--- config.mk ---
export PLATFORM = sky130hd
export DESIGN_NAME = riscv_test_monitor
export DESIGN_NICKNAME = d
export VERILOG_FILES = /design/src/rtl/riscv_test_monitor.sv
export SDC_FILE = /design/constraint.sdc
export NUM_CORES = 1
export LEC_CHECK = 0
export CAP_MARGIN = 25
export CORE_AREA = 5 5 152 81
export CTS_CLUSTER_SIZE = 30
export DETAILED_ROUTE_END_ITERATION = 10
export DIE_AREA = 0 0 157 86
export PLACE_DENSITY = 0.92
export SYNTH_ARGS = -nofsm -noshare
export SYNTH_HDL_FRONTEND = slang
export SYNTH_SLANG_ARGS = --single-unit
export TNS_END_PERCENT = 5
--- constraint.sdc ---
create_clock -name clk_i -period 4.13 [get_ports clk_i]
set_clock_uncertainty 0.05 [all_clocks]
set_input_delay 0.826 -clock clk_i [delete_from_list [all_inputs] [get_ports clk_i]]
set_output_delay 0.826 -clock clk_i [all_outputs]
set_load 0.01 [all_outputs]
--- src/rtl/riscv_test_monitor.sv ---
// riscv_test_monitor: end-of-test monitor that shadows gp (x3), watches fetch PC / tohost and reports pass/fail/timeout.
// Latency: status registered, visible one edge after the completing condition is sampled.
// Backpressure: none; a passive observer that samples every cycle and never stalls the core.
// Optional feature macro: MONITOR_TOHOST_EN (adds tohost store as a second completion source).
module riscv_test_monitor #(
  parameter logic [31:0] PASS_PC     = 32'h0000_0044,
  parameter int unsigned MAX_CYCLES  = 6000,
  parameter logic [31:0] TOHOST_ADDR = 32'h0000_1000
) (
  input  logic        clk_i,
  input  logic        rst_ni,
  input  logic [31:0] if_pc_i,
  input  logic        if_valid_i,
  input  logic        wb_we_i,
  input  logic [4:0]  wb_rd_i,
  input  logic [31:0] wb_data_i,
  input  logic        mem_we_i,
  input  logic [31:0] mem_addr_i,
  input  logic [31:0] mem_wdata_i,
  output logic        done_o,
  output logic        pass_o,
  output logic        fail_o,
  output logic        timeout_o,
  output logic [30:0] test_num_o,
  output logic [31:0] cycles_o
);

  typedef enum logic [1:0] {S_IDLE, S_RUN, S_END, S_TMO} state_e;

  localparam logic [31:0] LAST_CYCLE = 32'(MAX_CYCLES - 1);

  state_e      state_q, state_d;
  logic [31:0] gp_q;
  logic [31:0] cycles_q, cycles_d;
  logic [31:0] result_q;

  logic        gp_wr;
  logic [31:0] eff_gp;
  logic        pc_hit;
  logic        tohost_hit;
  logic        complete;
  logic [31:0] cmp_val;
  logic        cyc_last;
  logic [31:0] cycles_inc;
  logic        live;

  // gp write detection and same-cycle forwarding so a write coinciding with completion is seen
  assign gp_wr  = wb_we_i && (wb_rd_i == 5'd3);
  assign eff_gp = gp_wr ? wb_data_i : gp_q;
  assign pc_hit = if_valid_i && (if_pc_i == PASS_PC);
  assign live   = (state_q == S_IDLE) || (state_q == S_RUN);

`ifdef MONITOR_TOHOST_EN
  // A nonzero store to tohost ends the test; its value overrides gp when both fire together
  assign tohost_hit = mem_we_i && (mem_addr_i == TOHOST_ADDR) && (mem_wdata_i != 32'd0);
  assign cmp_val    = tohost_hit ? mem_wdata_i : eff_gp;
`else
  // Store port is observed but has no effect in the PC-only build
  logic unused_mem;
  assign unused_mem = ^{mem_we_i, mem_addr_i, mem_wdata_i, TOHOST_ADDR};
  assign tohost_hit = 1'b0;
  assign cmp_val    = eff_gp;
`endif

  assign complete   = pc_hit || tohost_hit;
  assign cyc_last   = (cycles_q == LAST_CYCLE);
  assign cycles_inc = (cycles_q == 32'hFFFF_FFFF) ? cycles_q : cycles_q + 32'd1;

  // State register
  always_ff @(posedge clk_i or negedge rst_ni) begin
    if (!rst_ni) begin
      state_q <= S_IDLE;
    end else begin
      state_q <= state_d;
    end
  end

  // Next-state logic: completion is checked before timeout so it wins a same-cycle tie
  always_comb begin
    state_d = state_q;
    unique case (state_q)
      S_IDLE:  if (if_valid_i) state_d = S_RUN;
      S_RUN: begin
        if (complete)      state_d = S_END;
        else if (cyc_last) state_d = S_TMO;
      end
      S_END:   state_d = S_END;
      S_TMO:   state_d = S_TMO;
      default: state_d = S_IDLE;
    endcase
  end

  // Cycle counter next value: the activating fetch counts as cycle 1, frozen once terminal
  always_comb begin
    cycles_d = cycles_q;
    if (state_q == S_IDLE && if_valid_i) begin
      cycles_d = 32'd1;
    end else if (state_q == S_RUN) begin
      cycles_d = cycles_inc;
    end
  end

  // Datapath registers: gp shadow, cycle count and the captured completion value
  always_ff @(posedge clk_i or negedge rst_ni) begin
    if (!rst_ni) begin
      gp_q     <= 32'd0;
      cycles_q <= 32'd0;
      result_q <= 32'd0;
    end else begin
      if (live && gp_wr) gp_q <= wb_data_i;
      cycles_q <= cycles_d;
      if (state_q == S_RUN && complete) result_q <= cmp_val;
    end
  end

  // Outputs decoded from the terminal state and captured value
  always_comb begin
    done_o     = (state_q == S_END) || (state_q == S_TMO);
    timeout_o  = (state_q == S_TMO);
    pass_o     = (state_q == S_END) && (result_q == 32'd1);
    fail_o     = (state_q == S_END) && (result_q != 32'd1);
    test_num_o = (state_q == S_END) ? result_q[31:1] : 31'd0;
    cycles_o   = cycles_q;
  end

endmodule
* Yosys cells after proc, flatten, opt, wreduce, memory -nomap -nowiden
Index checks and enable logic that the tools add are counted.
Widths: inputs -> output; s select.
** Cells by class
- Add/subtract/negate cells :: 1
- Eq/ne operators :: 12
- Muxes and demuxes :: 9
- Reduce and logical (&&, ||, !) cells :: 13
** Operators with widths (number)
- $mux 32 :: 4
- $add 32x1->32 const B :: 1
- $eq 32x1->1 const B :: 1
- $eq 32x13->1 const B :: 1
- $eq 32x32->1 const B :: 1
- $eq 32x7->1 const B :: 1
- $ne 32x1->1 const B :: 1
- $mux 31 :: 1
- $pmux 2 s4 :: 1
- $logic_and 1x1->1 :: 7
- $mux 2 :: 3
- $eq 5x2->1 const B :: 1
- $eq 2x2->1 const B :: 2
- $reduce_and 2->1 :: 2
- $ne 3x3->1 const B :: 1
- $eq 2x1->1 const B :: 1
- $logic_not 2->1 :: 1
- $logic_or 1x1->1 :: 2
- $ne 2x1->1 const B :: 1
- $ne 2x2->1 const B :: 1
- $reduce_bool 2->1 :: 1
** Storage, ports and cells
- Register bits after elaboration :: 98

* Depth between registers and ports, before layout
Gate-level depths: netlist of run 1.
- Depth in word-level cells :: 4
- Mapped depth :: 8
- Gate-level depth less buffers :: 7

* Worst setup path before layout of run 1
No wires, ideal clock.
- Path type :: input-to-reg
- From :: in wb_rd_i[3]
- To :: reg gp_q[10]
- Data arrival time :: 2304 ps
- Required time :: 3955 ps
- Path slack :: 1651 ps
- Stages on the path :: 5
- Path buffers :: 1
- Path through :: nor4b_1 -> nand3_1 -> nor2_1 -> clkbuf_1 -> mux2_2
** On the way
- Longest elaborated chain between the ends :: 3
** RTL lines
- start: declaration :: RTL line 15 : input logic [4:0] wb_rd_i,
- $eq 5x2->1 :: RTL line 48 : assign gp_wr = wb_we_i && (wb_rd_i == 5'd3);
- $logic_and 1x1->1 :: RTL line 48
- $logic_and 1x1->1 :: RTL line 110 : if (live && gp_wr) gp_q <= wb_data_i;
- end signal: assignment :: RTL line 110
- end: declaration :: RTL line 33 : logic [31:0] gp_q;
No other way between the ends.
A chain may end at the register's enable or synchronous reset.

* Final worst setup path of run 1
- From :: reg state_q[0]
- To :: out test_num_o[17]
** On the way
- Longest elaborated chain between the ends :: 2
** RTL lines
- start: declaration :: RTL line 32 : state_e state_q, state_d;
- start signal: assignment :: RTL line 74 : state_q <= state_d;
- $eq 2x2->1 :: RTL line 122 : test_num_o = (state_q == S_END) ? result_q[31:1] : 31'd0;
- $mux 31 :: RTL line 122
- end: declaration :: RTL line 24 : output logic [30:0] test_num_o,
No other way between the ends.

==> summary.md, run 1 <==
| Metric | Value |
|---|---|
| Register area share after synthesis | `0.492` |
| R2r worst-path depth | `7` |
| Unrepaired setup endpoints after global routing | `false` |
| Initial core utilization | `0.462` |
| Clock transition at path regs | `around 0.070 ns` |
| Die extent in y | `86 µm` |
| Power density over cell area | `289 nW/µm²` |
| Critical path launch point type | `flop` |
| Syn_area_per_cell | `10.2 µm²` |
| Setup violators final | `0` |
| Async SR Flop Fraction | `1.00` |
| Count of different cell masters after synthesis | `40` |
| Busiest grt layer | `met2` |
| Post-Synth Adder-Cell Area | `0.00251` |
| Clock sinks | `98` |
| Largest family of logic cells by synthesized area | `simple AND/OR/NAND/NOR gates` |
| First-pass GRT wire length | `23.0 mm` |
| CTS resizes | `0` |
| # IOs | `around 200` |
| RR Startpoint | `cycles_o[1]$_DFFE_PN0P_` |
| Post-CTS Setup Inserts | `0` |
| Worst slew pin tran | `0.962 ns` |
| Grt met1 use | `0.300` |
| Vias per cell | `~5.8` |
| Share of layout cells above drive strength 1 | `0.113` |
| WL final | `14.2 mm` |
| Row cnt | `27` |
| Area Growth Syn to Fin | `37.5%` |
| Largest cells by area after synthesis | `dfrtp_1 (49%), mux2_2 (7.2%), mux2i_1 (6.6%)` |
| Number of antenna violations at the first check in global routing | `0` |
| Max Cap Violations | `0` |
| Wire length per cell | `between 15 and 20 µm` |
| Initial DRC count | `around 450` |
| CP Data Required Time | `between 3 and 4 ns` |
| Kind of critical path | `flop to output pin` |
| Worst-skew pair later-pin latency | `approximately 0.34 ns` |
| Final #Nets | `753` |
| Slew Limit Fails | `0` |
| Die width | `157 µm` |
| GR Layer Usage met2 | `0.334` |
| Grt ovf | `0` |
| Setup crit end kind | `output pin` |
| Hpwl dp | `about 10 mm` |
| Final ANT Viol Nets | `0` |
| Routing usage on met3 | `0.0539` |
| Core region area | `10,800 µm²` |
| Number of port buffers | `~140` |
| Gpl congestion | `around 0.9` |
| Final hold slack | `approximately 0.34 ns` |
| CTS tree | `yes` |
| CTS max path bufs | `2` |
| DR DRC count | `0` |
| Total leakage power | `approximately 3.2 nW` |
| Post-synthesis simple-gate area fraction | `0.240` |
| VDD IR max | `approximately 240 µV` |
| R2r setup slk | `1.17 ns` |
| F_max | `311 MHz` |
| Yosys top cell by area | `dfrtp_1` |
| Total CTS buffers | `9` |
| Vias in the first global route | `4,369` |
| Via count | `~4,400` |
| Outcome | `finished, final reports clean` |
| Worst R2R End | `cycles_o[30]$_DFFE_PN0P_` |
| Largest net degree at the start of global routing | `between 80 and 90` |
| Total GRT Usage | `0.213` |
| TNS Setup | `0 ns` |
| Share of the synthesized area in the top cell type | `0.492` |
| Cell count after synthesis | `approximately 500` |
| Min Tclk post-route | `3.21 ns` |
| CP max FO | `36` |
| Syn. warnings | `0` |
| Post-Synth XOR/XNOR Area | `0.0352` |
| Htree depth | `3` |
| Synth Net Count | `626` |
| Mux contribution to synthesized area | `0.139` |
| N_diodes | `0` |
| DR pass1 iterations | `5` |
| Top FF cell, synth | `dfrtp_1` |
| CP arrival | `2.34 ns` |
| Filler Cells Inserted | `roughly 840` |
| Worst Hold Class | `primary input to asynchronous set/reset pin` |
| Slew HR | `0.358` |
| Hold_buf cts | `0` |
| Crit share post-route | `0.778` |
| Die area | `approximately 14,000 µm²` |
| Fin. Hold Viols | `0` |
| Synth Area in Compound Gates | `0.0650` |
| Clock Root Buffer | `clkbuf_16` |
| EDFF count, synth | `0` |
| Mapped cell area | `4980 µm²` |
| Seq cells post-synth | `between 90 and 100` |
## cell usage in the layout (no fill, tap or decap), types with 17 or more instances in the layout
cell type / instances
clkdlybuf4s50_1: 138
dfrtp_1: 98
nor2_1: 59
a21oi_1: 38
and3_1: 37
mux2i_1: 33
mux2_2: 32
nor4_1: 23
nand2_1: 23
xnor2_1: 17
## metrics by stage
step | utilization | instances | total power (W) | cell area [µm²] | setup slack [ns]
CTS | 0.633 | 763 | 0.00199 | 6820 | 0.939
finish | 0.636 | 764 | 0.00198 | 6850 | 0.916
detailed placement | 0.602 | 747 | 0.00108 | 6490 | 0.923
floorplan | - | 487 | 0.000990 | 4980 | 1.65
global route | 0.636 | 764 | 0.00204 | 6850 | 0.773
global placement | 0.602 | 747 | 0.00108 | 6490 | 1.01
## logic make-up (layout without fill, tap and decap cells)
group           after synthesis  in the layout
compound gates               59             59
simple gates                211            211
buf+inv                      33            165
mux                          65             65
xor+xnor                     20             20
flops                        98             98
fa+ha+maj                     1              1
## Yosys cell counts, types with 3 or more instances
cell type and number:
dfrtp_1 98, clkbuf_1 20, mux2_2 32, nand4_1 12, nand3_1 14, and3_1 37, nor4b_1 7, a21oi_1 38
nor3_1 11, xnor2_1 17, o211ai_1 3, and4_1 6, mux2i_1 33, nand2_1 23, nor2_1 60, buf_2 6
buf_1 3, o31ai_1 3, inv_1 4, o21ai_0 9, nor4_1 24, xor2_1 3
## flip-flops by register name (all words and copies together), names as in the netlist
name / cells
cycles_o: 32
gp_q: 32
result_q: 32
state_q: 2
## cell type report
cell class	instances	area (µm²)	share of cell area
Inverter	4	15.0	0.00219
Multi-Input combinational cell	356	2420	0.353
Timing Repair Buffer	145	1450	0.212
Clock buffer	10	239	0.0349
Tap cell	145	181	0.0265
Sequential cell	98	2450	0.358
Clock inverter	6	90.1	0.0132
## routing by layer
| metal | part of all wire | vias to the layer above | wire, µm |
|---|---|---|---|
| met1 | 0.44 | 2179 | 6290 |
| met4 | 0.014 | 0 | 195 |
| met2 | 0.46 | 219 | 6540 |
| met5 | 0 | - | 0 |
| li1 | - | 2026 | - |
| met3 | 0.085 | 24 | 1210 |
## how the worst max path moves through the flow
| stage | slack, ns | start | cells after the start | end |
|---|---|---|---|---|
| final | 0.92 | state_q[0]$_DFFE_PN0P_ | 3 | test_num_o[17] |
| after global placement | 1.01 | wb_rd_i[3] | 6 | gp_q[30]$_DFFE_PN0P_ |
| after CTS | 0.94 | state_q[0]$_DFFE_PN0P_ | 3 | test_num_o[17] |
| after floorplan | 1.65 | wb_rd_i[3] | 5 | gp_q[10]$_DFFE_PN0P_ |
| after detailed placement | 0.92 | wb_rd_i[3] | 6 | gp_q[27]$_DFFE_PN0P_ |
| after global routing | 0.77 | state_q[0]$_DFFE_PN0P_ | 3 | test_num_o[17] |
## where the power goes
part	leakage (nW)	internal, W	total [W]	switching (W)
Combinational	1.87	0.0000689	0.000107	0.0000377
Clock	0.159	0.000548	0.000913	0.000365
Sequential	1.20	0.000961	0.000962	0.000000855
## worst max-delay path, stage by stage (launching register included)
cell             delay (ns)
dfrtp_1                0.41
inv_1                  0.71
and3_1                 0.32
clkdlybuf4s50_1        0.55
No activity file was read; power rests on OpenSTA's default activity.
==> run 2: changes to the inputs <==
- CORE_AREA: 5 5 152 81 -> 5 5 166 88
- DIE_AREA: 0 0 157 86 -> 0 0 171 93
- PLACE_DENSITY: 0.92 -> 0.82
- clock period: 4.13 -> 2.7 ns (I/O delays scaled with it)
==> run 2 against run 1 <==
  * Utilization fell by 9.6 points
  * Critical endpoint is now test_num_o[5]
  * Combinational power grew 54%
  * Routed wire length grew 6.6%
  * Highest routed layer is now met5
  * Largest power group unchanged
  * Sequential share of layout area down 1.1 points
  * Die area is 18% higher
  * Critical path type unchanged
==> summary.md, run 2 (same netlist as run 1, synthesis figures left out) <==
| Metric | Value |
|---|---|
| Worst Hold Class | `primary input to asynchronous set/reset pin` |
| Total leakage power | `3.32 nW (+2.7%)` |
| Slew Limit Fails | `0 (unchanged)` |
| Gpl congestion | `0.862 (-5.6%)` |
| Slew HR | `0.564 (+0.206)` |
| Commonest non-fill, non-tap cell in the layout | `clkdlybuf4s50_1` |
| First-pass GRT wire length | `23.8 mm (+3.6%)` |
| Total CTS buffers | `9 (unchanged)` |
| Crit path depth | `4 (+1)` |
| Total GRT Usage | `0.188 (-0.0252)` |
| Htree depth | `3 (unchanged)` |
| DR pass1 iterations | `8 (+3)` |
| Footprint of the multi-input gates | `2470 µm² (+2.2%)` |
| Unrepaired setup endpoints after global routing | `false` |
| VDD IR max | `259 µV (+6.5%)` |
| N_diodes | `0 (unchanged)` |
| R2r worst-path depth | `6 (-1)` |
| CP Data Required Time | `2.11 ns (-1.14 ns)` |
| CP startpoint | `state_q[0]$_DFFE_PN0P_` |
| WL final | `15.2 mm (+6.6%)` |
| Crit-path max cell delay | `0.53 ns (-0.18 ns)` |
| Vias per cell | `5.42 (-7.0%)` |
| Die width | `171 µm (+8.9%)` |
| Initial DRC count | `305 (-32%)` |
| Fin. Hold Viols | `0 (unchanged)` |
| Kind of critical path | `flop to output pin` |
| Commonest non-fill, non-tap cells in the layout | `clkdlybuf4s50_1 (136), dfrtp_1 (97), nor2_1 (59), a21oi_1 (38), and3_1 (37)` |
| Number of antenna violations at the first check in global routing | `1 (+1)` |
| # IOs | `205 (unchanged)` |
| CP max FO | `28 (-22%)` |
| Setup violators final | `0 (unchanged)` |
| Initial core utilization | `0.380 (-0.0820)` |
| Share of layout cells above drive strength 1 | `0.155 (+0.0421)` |
| Filler Cells Inserted | `1,128 (+35%)` |
| Grt ovf | `0 (unchanged)` |
| Largest delay share family, worst path | `buffers and inverters` |
| WP buf/inv | `3 (+1)` |
| Area after DPL | `6710 µm² (+3.3%)` |
| Core region area | `13,100 µm² (+22%)` |
| Seq. cell area | `2450 µm² (about the same)` |
| F_max | `~390 MHz` |
| RR Startpoint | `cycles_o[5]$_DFFE_PN0P_` |
| Worst R2R End | `cycles_o[29]$_DFFE_PN0P_` |
| Clock Root Buffer | `clkbuf_16` |
| Area of all placed cells without fillers | `7070 µm² (+3.3%)` |
| Area Growth Syn to Fin | `41.9%` |
| Clock sinks | `98 (unchanged)` |
| R2r setup slk | `0.29 ns (-0.88 ns)` |
| Die area | `15,900 µm² (+18%)` |
| Setup crit end kind | `output pin` |
| Final #Nets | `772 (+2.5%)` |
| Critical path launch point type | `flop` |
| Worst setup endpoint | `test_num_o[5]` |
| Final non-filler cell total | `814 (+6.5%)` |
| Crit share post-route | `0.955` |
| DR DRC count | `0 (unchanged)` |
| CTS tree | `yes` |
| CP arrival | `1.99 ns (-0.35 ns)` |
| Min Tclk post-route | `between 2 and 3 ns` |
| Dpl cells | `795 (+6.4%)` |
| Slowest CP cell | `clkdlybuf4s50_1` |
| Largest net degree at the start of global routing | `51 (-40%)` |
| Outcome | `finished, final reports clean` |
| Vias in the first global route | `4,446 (+1.8%)` |
| TNS Setup | `0 ns (unchanged)` |
| Worst-skew pair later-pin latency | `0.34 ns (about the same)` |
| Via count | `4,408 (-0.90%)` |
| CTS max path bufs | `2 (unchanged)` |
| Number of port buffers | `139 (unchanged)` |
| Max Cap Violations | `0 (unchanged)` |
| Power density over cell area | `408 nW/µm² (+41%)` |
| Wire length per cell | `18.7 µm (about the same)` |
| Hpwl dp | `11.2 mm (+9.1%)` |
| Worst slew pin tran | `0.654 ns (-0.307 ns)` |
| Final ANT Viol Nets | `0 (unchanged)` |
| CP cell instances | `clkinvlp_4 -> buf_12 -> and3_1 -> clkdlybuf4s50_1` |
| Die extent in y | `93 µm (+8.1%)` |
| Clock transition at path regs | `0.08 ns (about the same)` |
| Row cnt | `30 (+11%)` |
run 2: timing repair:
item	CTS	global route
endpoints found under the setup margin	2	18
gates cloned	0	0
gates resized for setup	6	8
pin swaps	1	1
setup buffers	0	3
hold buffers	0	0
run 2: how the worst min path moves through the flow:
stage	to	slack [ns]	startpoint
floorplan	cycles_o[0]$_DFFE_PN0P_	0.19	rst_ni
global placement	gp_q[12]$_DFFE_PN0P_	0.44	gp_q[12]$_DFFE_PN0P_
detailed placement	gp_q[27]$_DFFE_PN0P_	0.45	gp_q[27]$_DFFE_PN0P_
CTS	cycles_o[18]$_DFFE_PN0P_	0.19	rst_ni
global route	cycles_o[13]$_DFFE_PN0P_	0.22	rst_ni
finish	cycles_o[18]$_DFFE_PN0P_	0.17	rst_ni
run 2: worst reg2reg max path, delay by kind of cell, from the launching register on:
family / cells / cell delay, ns
flip-flops: 1 / 0.42
AND/OR/NAND/NOR: 5 / 1.81
AO/OA/AOI/OAI: 1 / 0.07
run 2: layout make-up:
type | count | area share
tap | 176 | 0.0311
multi-input combinational | 356 | 0.349
inverter | 4 | 0.00265
clock buffer | 10 | 0.0338
sequential | 98 | 0.347
timing repair buffer | 164 | 0.230
clock inverter | 6 | 0.00655
run 2: power breakdown:
| group | total (W) | switching [W] | internal (W) | leakage, nW |
|---|---|---|---|---|
| sequential | 0.00147 | 0.00000138 | 0.00147 | 1.20 |
| clock | 0.00125 | 0.000588 | 0.000660 | 0.136 |
| combinational | 0.000165 | 0.0000603 | 0.000104 | 1.99 |
run 2: routing by layer:
metal  share of wire  up-vias  track usage
met2            0.43      157        0.280
met3           0.089       12       0.0553
met1            0.47     2172        0.278
met4          0.0045        2       0.0283
met5         0.00072        -            0
li1                -     2065            -
run 2: metrics by stage:
stage               total power (W)  hold WS [ns]  utilization  setup slack (ns)
floorplan                   0.00151         0.194            -             0.443
global placement            0.00166         0.439        0.512            0.0866
detailed placement          0.00167         0.445        0.512            0.0107
CTS                         0.00291         0.187        0.536            0.0119
global route                0.00296         0.217        0.540            0.0215
finish                      0.00288         0.169        0.540             0.122
